File: src/rtl/control_pkg.sv
// Shared encodings for the multicycle control unit: opcodes, FSM state
// encoding, register-file write-source selects and the EXEC control bundle.
package control_pkg;

    localparam logic [6:0] OPC_OP     = 7'b0110011;
    localparam logic [6:0] OPC_OP_IMM = 7'b0010011;
    localparam logic [6:0] OPC_LOAD   = 7'b0000011;
    localparam logic [6:0] OPC_STORE  = 7'b0100011;
    localparam logic [6:0] OPC_BRANCH = 7'b1100011;
    localparam logic [6:0] OPC_JAL    = 7'b1101111;
    localparam logic [6:0] OPC_JALR   = 7'b1100111;
    localparam logic [6:0] OPC_AUIPC  = 7'b0010111;

    localparam logic [2:0] F3_ADD    = 3'b000;
    localparam logic [2:0] F3_DWORD  = 3'b011;
    localparam logic [2:0] F3_JALR   = 3'b000;

    typedef enum logic [2:0] {
        ST_INIT   = 3'd0,
        ST_FETCH  = 3'd1,
        ST_DECODE = 3'd2,
        ST_EXEC   = 3'd3,
        ST_MEMWB  = 3'd4,
        ST_HALT   = 3'd5
    } state_t;

    typedef enum logic [1:0] {
        DIN_MEM   = 2'b00,
        DIN_ALU   = 2'b01,
        DIN_PC4   = 2'b10,
        DIN_PCIMM = 2'b11
    } rf_din_sel_t;

    // Datapath controls asserted during EXEC for one instruction class.
    typedef struct packed {
        logic        sub;
        logic        we_rf;
        logic        we_mem;
        rf_din_sel_t rf_din_sel;
        logic        ula_din2_sel;
        logic        load_pc;
        logic        pc_next_sel;
        logic        pc_adder_sel;
    } exec_ctrl_t;

    // BRANCH funct3 values the datapath flags can resolve (010/011 are reserved).
    function automatic logic branch_f3_ok(input logic [2:0] f3);
        return (f3 != 3'b010) && (f3 != 3'b011);
    endfunction

endpackage

File: src/rtl/control_decoder.sv
// Combinational instruction classifier: flags unsupported encodings, marks
// loads (which need the extra MEMWB cycle) and produces the EXEC controls.
module control_decoder
    import control_pkg::*;
(
    input  logic [6:0]  opcode,
    input  logic [2:0]  funct3,
    input  logic        funct7_5,
    output logic        illegal,
    output logic        is_load,
    output exec_ctrl_t  exec
);

    // Opcode/funct decode; anything not matched stays illegal with a null bundle.
    always_comb begin
        illegal = 1'b1;
        is_load = 1'b0;
        exec    = '0;
        case (opcode)
            OPC_OP: begin
                if (funct3 == F3_ADD) begin
                    illegal           = 1'b0;
                    exec.ula_din2_sel = 1'b0;
                    exec.sub          = funct7_5;
                    exec.rf_din_sel   = DIN_ALU;
                    exec.we_rf        = 1'b1;
                    exec.load_pc      = 1'b1;
                end
            end
            OPC_OP_IMM: begin
                if (funct3 == F3_ADD) begin
                    illegal           = 1'b0;
                    exec.ula_din2_sel = 1'b1;
                    exec.rf_din_sel   = DIN_ALU;
                    exec.we_rf        = 1'b1;
                    exec.load_pc      = 1'b1;
                end
            end
            OPC_LOAD: begin
                // Address computed here; the write-back and PC update happen in MEMWB.
                if (funct3 == F3_DWORD) begin
                    illegal           = 1'b0;
                    is_load           = 1'b1;
                    exec.ula_din2_sel = 1'b1;
                end
            end
            OPC_STORE: begin
                if (funct3 == F3_DWORD) begin
                    illegal           = 1'b0;
                    exec.ula_din2_sel = 1'b1;
                    exec.we_mem       = 1'b1;
                    exec.load_pc      = 1'b1;
                end
            end
            OPC_BRANCH: begin
                // Taken/not-taken is resolved in the PC block from the ALU flags.
                if (branch_f3_ok(funct3)) begin
                    illegal           = 1'b0;
                    exec.sub          = 1'b1;
                    exec.ula_din2_sel = 1'b0;
                    exec.pc_next_sel  = 1'b1;
                    exec.pc_adder_sel = 1'b0;
                    exec.load_pc      = 1'b1;
                end
            end
            OPC_JAL: begin
                illegal           = 1'b0;
                exec.rf_din_sel   = DIN_PC4;
                exec.we_rf        = 1'b1;
                exec.pc_next_sel  = 1'b1;
                exec.pc_adder_sel = 1'b0;
                exec.load_pc      = 1'b1;
            end
            OPC_JALR: begin
                if (funct3 == F3_JALR) begin
                    illegal           = 1'b0;
                    exec.rf_din_sel   = DIN_PC4;
                    exec.we_rf        = 1'b1;
                    exec.pc_next_sel  = 1'b1;
                    exec.pc_adder_sel = 1'b1;
                    exec.load_pc      = 1'b1;
                end
            end
            OPC_AUIPC: begin
                illegal           = 1'b0;
                exec.rf_din_sel   = DIN_PCIMM;
                exec.pc_adder_sel = 1'b0;
                exec.pc_next_sel  = 1'b0;
                exec.we_rf        = 1'b1;
                exec.load_pc      = 1'b1;
            end
            default: begin
                illegal = 1'b1;
            end
        endcase
    end

endmodule

File: src/rtl/control_unit.sv
// Multicycle control FSM for the RV64 single-issue datapath, plus the
// retired-instruction counter.
//
//   state  | meaning
//   INIT   | PC cleared (reset_pc), entered on reset
//   FETCH  | instruction register loads the word at the current PC
//   DECODE | encoding checked; illegal -> HALT
//   EXEC   | class-specific controls; loads continue to MEMWB
//   MEMWB  | data-memory word written to the register file, PC advances
//   HALT   | unsupported encoding seen; only reset leaves
module control_unit
    import control_pkg::*;
#(
    parameter int COUNT_W = 32
) (
    input  logic               CLK,
    input  logic               RST_N,
    input  logic [6:0]         opcode,
    input  logic [2:0]         funct3,
    input  logic               funct7_5,
    output logic               sub,
    output logic               WE_RF,
    output logic               WE_MEM,
    output logic [1:0]         RF_din_sel,
    output logic               ULA_din2_sel,
    output logic               load_pc,
    output logic               reset_pc,
    output logic               pc_next_sel,
    output logic               pc_adder_sel,
    output logic               halted,
    output logic [COUNT_W-1:0] retired_count
);

    state_t             state_q;
    state_t             state_d;
    logic [COUNT_W-1:0] count_q;
    logic [COUNT_W-1:0] count_d;
    logic               illegal;
    logic               is_load;
    exec_ctrl_t         exec;

    control_decoder u_decoder (
        .opcode   (opcode),
        .funct3   (funct3),
        .funct7_5 (funct7_5),
        .illegal  (illegal),
        .is_load  (is_load),
        .exec     (exec)
    );

    // State and retired-instruction counter registers.
    always_ff @(posedge CLK or negedge RST_N) begin
        if (!RST_N) begin
            state_q <= ST_INIT;
            count_q <= '0;
        end else begin
            state_q <= state_d;
            count_q <= count_d;
        end
    end

    // Next-state sequencing.
    always_comb begin
        state_d = state_q;
        case (state_q)
            ST_INIT:   state_d = ST_FETCH;
            ST_FETCH:  state_d = ST_DECODE;
            ST_DECODE: state_d = illegal ? ST_HALT : ST_EXEC;
            ST_EXEC:   state_d = is_load ? ST_MEMWB : ST_FETCH;
            ST_MEMWB:  state_d = ST_FETCH;
            ST_HALT:   state_d = ST_HALT;
            default:   state_d = ST_INIT;
        endcase
    end

    // Moore output decode of state plus the registered instruction fields.
    always_comb begin
        sub          = 1'b0;
        WE_RF        = 1'b0;
        WE_MEM       = 1'b0;
        RF_din_sel   = DIN_MEM;
        ULA_din2_sel = 1'b0;
        load_pc      = 1'b0;
        reset_pc     = 1'b0;
        pc_next_sel  = 1'b0;
        pc_adder_sel = 1'b0;
        halted       = 1'b0;
        case (state_q)
            ST_INIT: begin
                reset_pc = 1'b1;
            end
            ST_EXEC: begin
                sub          = exec.sub;
                WE_RF        = exec.we_rf;
                WE_MEM       = exec.we_mem;
                RF_din_sel   = exec.rf_din_sel;
                ULA_din2_sel = exec.ula_din2_sel;
                load_pc      = exec.load_pc;
                pc_next_sel  = exec.pc_next_sel;
                pc_adder_sel = exec.pc_adder_sel;
            end
            ST_MEMWB: begin
                // ALU operand held so the memory address stays stable.
                ULA_din2_sel = 1'b1;
                RF_din_sel   = DIN_MEM;
                WE_RF        = 1'b1;
                load_pc      = 1'b1;
            end
            ST_HALT: begin
                halted = 1'b1;
            end
            default: begin
                halted = 1'b0;
            end
        endcase
    end

    // An instruction retires on the same edge its PC update lands.
    always_comb begin
        count_d = count_q;
        if (load_pc && (state_q != ST_INIT)) begin
            count_d = count_q + COUNT_W'(1);
        end
    end

    assign retired_count = count_q;

endmodule

File: config.mk
export PLATFORM = sky130hd
export DESIGN_NAME = control_unit
export DESIGN_NICKNAME = d
export VERILOG_FILES = /design/src/rtl/control_pkg.sv /design/src/rtl/control_decoder.sv /design/src/rtl/control_unit.sv
export SDC_FILE = /design/constraint.sdc
export NUM_CORES = 1
export LEC_CHECK = 0
export ABC_AREA = 1
export CORE_UTILIZATION = 56
export CTS_CLUSTER_SIZE = 28
export DETAILED_ROUTE_END_ITERATION = 8
export PLACE_DENSITY = 0.92
export REMOVE_ABC_BUFFERS = 1
export SLEW_MARGIN = 20
export SYNTH_ARGS = -nofsm -noshare
export SYNTH_HDL_FRONTEND = slang
export SYNTH_SLANG_ARGS = --single-unit
File: constraint.sdc
create_clock -name CLK -period 2.7 [get_ports CLK]
set_input_delay 0.405 -clock CLK [delete_from_list [all_inputs] [get_ports CLK]]
set_output_delay 0.405 -clock CLK [all_outputs]
set_load 0.02 [all_outputs]
==> summary.txt, run 1 <==
Drt
  • Via Count: 2853
  • Wire per inst: 13.6 µm
  • Antenna-violating nets left: 0
  • Final wirelength: 6960 µm
  • DRT Pass-1 Iters: 7
  • DR iter-0 viols: 250
  • DR DRC count: 0
  • Avg Vias per Cell: 5.56

Global route
  • GR Util met1: 0.376
  • Global route total overflow: 0
  • Tot GR Track Use: 0.287
  • Initial antenna violation count: 0
  • Vias in the first global route: 2537
  • Largest net degree at the start of global routing: 36
  • First-pass GRT wire length: 11500 µm
  • Met2 GRT Util: 0.479
  • Most Used Layer, Global Route: met2
  • Met3 usage: 0.0570

Clocking
  • Skew-Pair Late Insertion Delay: 0.29 ns
  • Max Root-Sink Buffers: 2
  • CTS HTree Levels: 2
  • CTS tree: built
  • Num CTS Buffers: 5
  • Post-CTS setup buffers: 0
  • Clk sinks: 35
  • CTS root buf: clkbuf_8
  • Reg clk slew, reported paths: 0.08 ns

Worst setup path
  • Worst-path cell chain: clkdlybuf4s50_1, inv_1, nand2_2, nor2_8, nand2_2, nor2_4, inv_1, a21oi_1, clkdlybuf4s50_1
  • Crit-path max cell delay: 0.63 ns
  • Worst Path Class, Setup: in -> out
  • Worst EP required: 2.30 ns
  • R2R Path End: retired_count[30]
  • CP delay by family, top: buffers and inverters
  • Worst Path Max Fanout: 8
  • WP buf/inv: 4
  • Arrival time worst endpoint: 2.18 ns
  • Crit start category: input pin
  • R2r setup slk: 0.85 ns
  • Levels on crit path: 9
  • Worst setup EP type: output pin
  • Crit path from: opcode[3]
  • Worst setup endpoint: RF_din_sel[0]
  • R2R depth: 8
  • RR Startpoint: retired_count[0]
  • Slowest CP cell: clkdlybuf4s50_1

Synth
  • Area leader, netlist: dfrtp_1
  • Post-synthesis mux area share: 0
  • Post-synthesis register bit count: 35
  • Syn Area/Cell: 6.58 µm²
  • Cells after Synth: 403
  • Share of Yosys cell area claimed by the top area cell type: 0.330
  • Async set-reset flop share out of synthesis: 1.00
  • YS warnings: 0
  • Combinational family with the most area after synthesis: simple AND/OR/NAND/NOR gates
  • Adder-cell share of the synthesized area: 0.00472
  • Synth cell types: 29
  • Simple-Gate Fraction of Synth Area: 0.502
  • Post-synth EDFFs: 0
  • Cell area after synthesis: 2650 µm²
  • Post-synthesis compound-gate area fraction: 0.0175
  • Top cells by area, synth: dfrtp_1 33%, nand2_1 22%, nand3_1 8.7%, nor2_1 6.7%, xor2_1 5.9%
  • Post-synthesis sequential area ratio: 0.330
  • Most used flip-flop cell after synthesis: dfrtp_1
  • Synth Area in XOR/XNOR: 0.0760

STA
  • Slew Limit Fails: 0
  • Slew Limit Headroom: 0.612
  • Setup TNS: 0 ns
  • Fmax: 387 MHz
  • Final period utilization: 0.957
  • Crit path time final: 2.58 ns
  • Final Skew: 0.00717 ns
  • Worst-margin pin slew: 0.578 ns
  • Setup violations, final: 0
  • Final hold vios: 0
  • RSZ-0062 raised after global routing: false

Floorplanning
  • Die area: 5010 µm²
  • Chip Height: 70.8 µm
  • Row cnt: 24
  • Die width: 70.8 µm
  • I/O Pins: 56
  • Core area: 4440 µm²
  • Starting Density: 0.597

Min path
  • Hold Crit Class: in -> async

Cells and area
  • Nets: 474
  • Area grow syn2layout: 25.8%
  • Ant. Diodes: 0
  • Filler cell count: 353
  • Layout cells sized above 1: 0.0846
  • Storage cell area: 876 µm²
  • Non-Filler Instances: 513
  • Multi-input gate area: 1590 µm²

Placement
  • Port bufs: 55
  • Routability Congestion: 0.973
  • Placed Cells: 505
  • Post-DP HPWL: 5190 µm

Job
  • MaxCap Viol Count: 0

Power
  • Power Density: 444 nW/µm²
  • Worst-case vdd ir drop: 383 µV
  • Pleak: 1.67 nW

Run status
  • Status: completed
sequential cells by signal, indices dropped and copies added, names as in the netlist:
name and cells:
retired_count 32, state_q 3
cell families (layout without fill, tap and decap cells):
logic type	count (synthesis)	after routing
simple gates	296	296
buf+inv	40	98
flops	35	35
xor+xnor	23	23
fa+ha+maj	1	1
compound gates	8	8
report_power, final:
| group | total [W] | internal (W) | switching [W] |
|---|---|---|---|
| combinational | 0.000465 | 0.000174 | 0.000291 |
| sequential | 0.000636 | 0.000569 | 0.0000673 |
| clock | 0.000380 | 0.000180 | 0.000200 |
cells in the final DEF, fill, tap and decap left out, drive strengths merged, types with 2 or more instances in the layout:
master,count
inv,31
xnor2,5
dfrtp,35
xor2,18
nand4,3
nand3,48
o21ai,2
clkbuf,6
buf,4
nand2,166
nor3b,2
a21oi,4
nor3,17
dlymetal6s2s,8
nor2,56
clkdlybuf4s50,47
nand3b,3
worst min-delay path by stage:
| stage | from | to | slack [ns] | depth (start not counted) |
|---|---|---|---|---|
| after CTS | RST_N | retired_count[4] | 0.55 | 2 |
| after global routing | RST_N | retired_count[4] | 0.58 | 2 |
| after floorplan | RST_N | retired_count[0] | 0.11 | 0 |
| after global placement | retired_count[31] | retired_count[31] | 0.53 | 2 |
| after detailed placement | retired_count[31] | retired_count[31] | 0.54 | 2 |
| final | RST_N | retired_count[3] | 0.52 | 2 |
what timing repair did:
action                     in CTS  in global routing
gates resized for setup         0                  8
pin swaps                       1                  0
setup endpoints to repair       2                  8
hold buffers                    0                  0
layout make-up:
cell class,instances,area share
clock buffers,6,0.0218
repair buffers,59,0.180
multi-input cells,328,0.477
flip-flops and latches,35,0.263
clock inverters,2,0.00375
well taps,52,0.0195
inverters,31,0.0349
per-layer routing:
layer | vias to the layer above | share of wire
li1 | 1386 | -
met1 | 1344 | 0.44
met2 | 109 | 0.48
met3 | 14 | 0.063
met4 | 0 | 0.020
met5 | - | 0
per-stage QoR:
stage / worst slack [ns] / total power [W] / hold slack (ns) / instance area, µm² / utilization
final: 0.116 / 0.00148 / 0.525 / 3330 / 0.750
after global routing: 0.0347 / 0.00156 / 0.583 / 3330 / 0.750
after CTS: 0.0139 / 0.00148 / 0.547 / 3310 / 0.746
after detailed placement: 0.0259 / 0.00111 / 0.542 / 3230 / 0.727
after global placement: 0.0399 / 0.00109 / 0.533 / 3230 / 0.727
after floorplan: 0.598 / 0.000908 / 0.109 / 2580 / -
cell usage after synthesis, types with 4 or more instances:
cell type  instances
nand2_1          155
nor2_1            47
nand3_1           46
dfrtp_1           35
inv_1             27
xor2_1            18
nor3_1            15
nand2_2            9
nor2_2             6
xnor2_1            5
a21oi_1            4
inv_2              4
No activity file was read; power rests on OpenSTA's default activity.
==> run 2: changes to the inputs <==
--- a/config.mk
+++ b/config.mk
@@ -7,10 +7,11 @@
 export LEC_CHECK = 0
 export ABC_AREA = 1
 export CORE_UTILIZATION = 56
+export CTS_BUF_LIST = sky130_fd_sc_hd__clkbuf_16
+export CTS_CLUSTER_DIAMETER = 80
 export CTS_CLUSTER_SIZE = 28
 export DETAILED_ROUTE_END_ITERATION = 8
 export PLACE_DENSITY = 0.92
-export REMOVE_ABC_BUFFERS = 1
 export SLEW_MARGIN = 20
 export SYNTH_ARGS = -nofsm -noshare
 export SYNTH_HDL_FRONTEND = slang
==> run 2 against run 1 <==
Effect of this change:
- the run now ends with DRC left
- global-route usage grew 0.33 points
- flip-flop and latch count is the same
- sequential share of layout area shrank 0.47 points
- clock-buffer cell count shrank 1
- clock skew shrank 0.0019 ns
- sequential power is essentially flat
- non-clock buffer count grew 1
- cell count is the same
- core utilization grew 1.4 points
- cell area grew 1.8%
- critical path depth shrank 3
- critical endpoint is now pc_adder_sel
==> summary.txt, run 2 (synthesis gave the netlist of run 1 again) <==
Cells and area
  • Final Core Density: 0.764 (was 0.750)
  • Most common cell after layout, fill and taps aside: nand2_1 (unchanged)
  • Ant. Diodes: 0 (unchanged)
  • Area grow syn2layout: 28.1% (was 25.8%)
  • Max FFs per register: 32 (unchanged)
  • Non-Filler Instances: 513 (unchanged)
  • Most frequent cells in the layout: 155 x nand2_1, 47 x nor2_1, 47 x clkdlybuf4s50_1, 46 x nand3_1, 35 x dfrtp_1 (unchanged)
  • Nets: 475 (was 474)
  • Layout cells sized above 1: 0.0868 (was 0.0846)

Global route
  • Vias in the first global route: 2561 (was 2537)
  • Initial antenna violation count: 0 (unchanged)
  • Global route total overflow: 0 (unchanged)
  • First-pass GRT wire length: 11500 µm (about the same)
  • Largest net degree at the start of global routing: 36 (unchanged)
  • Tot GR Track Use: 0.290 (was 0.287)

Worst setup path
  • Worst Path Max Fanout: 4 (was 8)
  • Worst EP required: 2.30 ns (about the same)
  • Worst-path cell chain: clkdlybuf4s50_1, inv_2, nor2_4, nand2_1, nor3_2, clkdlybuf4s50_1 (was clkdlybuf4s50_1, inv_1, nand2_2, nor2_8, nand2_2, nor2_4, inv_1, a21oi_1, clkdlybuf4s50_1)
  • Crit-path max cell delay: 0.63 ns (about the same)
  • CP delay by family, top: buffers and inverters (unchanged)
  • Worst Path Class, Setup: in -> out (unchanged)
  • Slowest CP cell: clkdlybuf4s50_1 (unchanged)
  • Worst setup EP type: output pin (unchanged)
  • Crit start category: input pin (unchanged)
  • Arrival time worst endpoint: 2.11 ns (was 2.18 ns)
  • Most used cell, CP: clkdlybuf4s50_1
  • WP buf/inv: 3 (was 4)

Power
  • Clock share of power: 0.323 (was 0.257)
  • Switching power: 0.000563 W (was 0.000559 W)
  • Worst-case vdd ir drop: 410 µV (was 383 µV)
  • Power share of the sequential group: 0.389 (was 0.429)
  • Combinational power share: 0.288 (was 0.314)
  • Switching share of power: 0.342 (was 0.377)
  • P_int: 0.00108 W (was 0.000923 W)
  • Pleak: 1.70 nW (was 1.67 nW)
  • Power Density: 484 nW/µm² (was 444 nW/µm²)

STA
  • Worst-margin pin slew: 0.500 ns (was 0.578 ns)
  • Slew Limit Fails: 0 (unchanged)
  • Final Skew: 0.00527 ns (was 0.00717 ns)
  • Hold WS: 0.551 ns (was 0.525 ns)
  • Slew Limit Headroom: 0.664 (was 0.612)
  • RSZ-0062 raised after global routing: false (unchanged)
  • Setup TNS: 0 ns (unchanged)
  • Setup violations, final: 0 (unchanged)
  • Final period utilization: 0.932 (was 0.957)
  • Worst setup margin: 0.184 ns (was 0.116 ns)
  • Fmax: 397 MHz (was 387 MHz)
  • Final hold vios: 0 (unchanged)
  • Crit path time final: 2.52 ns (was 2.58 ns)

Drt
  • Avg Vias per Cell: 5.59 (was 5.56)
  • DRT Pass-1 Iters: 9 (was 7)
  • Wire per inst: 13.6 µm (about the same)
  • Antenna-violating nets left: 0 (unchanged)
  • Via Count: 2866 (was 2853)
  • Final wirelength: 6960 µm (about the same)
  • DR DRC count: 2 (was 0)
  • DR iter-0 viols: 202 (was 250)

Clocking
  • CTS HTree Levels: 2 (unchanged)
  • Clk sinks: 35 (unchanged)
  • CTS root buf: clkbuf_16 (was clkbuf_8)
  • Reg clk slew, reported paths: 0.05 ns (was 0.08 ns)
  • Num CTS Buffers: 5 (unchanged)
  • Post-CTS setup buffers: 0 (unchanged)
  • Max Root-Sink Buffers: 2 (unchanged)
  • CTS tree: built (unchanged)
  • Skew-Pair Late Insertion Delay: 0.28 ns (was 0.29 ns)

Placement
  • Post-DP HPWL: 5040 µm (was 5190 µm)
  • Port bufs: 55 (unchanged)
  • Dpl ws: 0.0266 ns (was 0.0259 ns)
  • Routability Congestion: 0.941 (was 0.973)
  • Placed Cells: 506 (was 505)

Floorplanning
  • Starting Density: 0.597 (unchanged)
  • Chip Height: 70.8 µm (unchanged)
  • Core area: 4440 µm² (unchanged)
  • I/O Pins: 56 (unchanged)
  • Row cnt: 24 (unchanged)
  • Die area: 5010 µm² (unchanged)
  • Die width: 70.8 µm (unchanged)

Job
  • MaxCap Viol Count: 0 (unchanged)

Run status
  • Failing checks: DRC
  • Status: complete, but fails checks (was completed)

Min path
  • Hold Crit Class: in -> async (unchanged)

Synth
  • Mapped Nets: 417
==> run 2: changes by cell type in the layout (fill, tap and decap cells not counted) <==
cell and change:
buf_4 +1, clkbuf_1 -1, clkbuf_16 +5, clkbuf_8 -5, clkinv_1 +1, clkinvlp_4 -1, nor3_1 -1, nor3_2 +1
==> run 2: stage by stage <==
step / total power (W) / area (µm²)
after CTS: 0.00165 / 3370
after global placement: 0.00110 / 3240
after detailed placement: 0.00111 / 3240
after floorplan: 0.000934 / 2650
after global routing: 0.00173 / 3400
final: 0.00164 / 3400
==> run 2: worst register-to-register path, stage by stage, from the launching register on <==
cell and delay [ns]:
dfrtp_1 0.44, ha_1 0.29, nand3_2 0.20, nor2_2 0.22, nand2_1 0.12, nor3_1 0.25
xor2_1 0.17, nand2_1 0.06, nand2_1 0.07
==> run 2: final cells by class <==
cell class	instances	area, µm²
well taps	52	65.1
inverters	31	116
flip-flops and latches	35	876
multi-input cells	328	1600
fillers	353	1050
clock buffers	5	125
clock inverters	2	8.76
repair buffers	60	608
==> run 2: path summary, 6_finish.rpt <==
check                                  start                end  slack (ns)  cells after the start
setup reg to reg            retired_count[0]  retired_count[26]        0.81                      8
hold / removal                         RST_N  retired_count[22]        0.55                      2
hold reg to reg            retired_count[30]  retired_count[30]        0.57                      2
setup / recovery                   opcode[6]       pc_adder_sel        0.18                      6
max in group asynchronous              RST_N  retired_count[26]        1.84                      2
min in group CLK           retired_count[30]  retired_count[30]        0.57                      2
==> run 2: metal layers <==
layer,GRT usage,wire length (µm)
met3,0.0527,457
met4,0.129,158
met1,0.368,2960
met2,0.484,3380
met5,0,0
==> run 2: what timing repair did <==
item / in CTS / in global routing
gates resized for setup: 0 / 9
hold buffers: 0 / 0
setup endpoints to repair: 0 / 8
==> run 2: power by group through the flow <==
| stage | Combinational [W] | Clock, W | Sequential, W |
|---|---|---|---|
| after global routing | 0.000513 | 0.000570 | 0.000650 |
| after CTS | 0.000469 | 0.000539 | 0.000639 |
| after floorplan | 0.000271 | 0 | 0.000663 |
| after detailed placement | 0.000468 | 0 | 0.000645 |
| final | 0.000474 | 0.000531 | 0.000639 |
| after global placement | 0.000457 | 0 | 0.000645 |
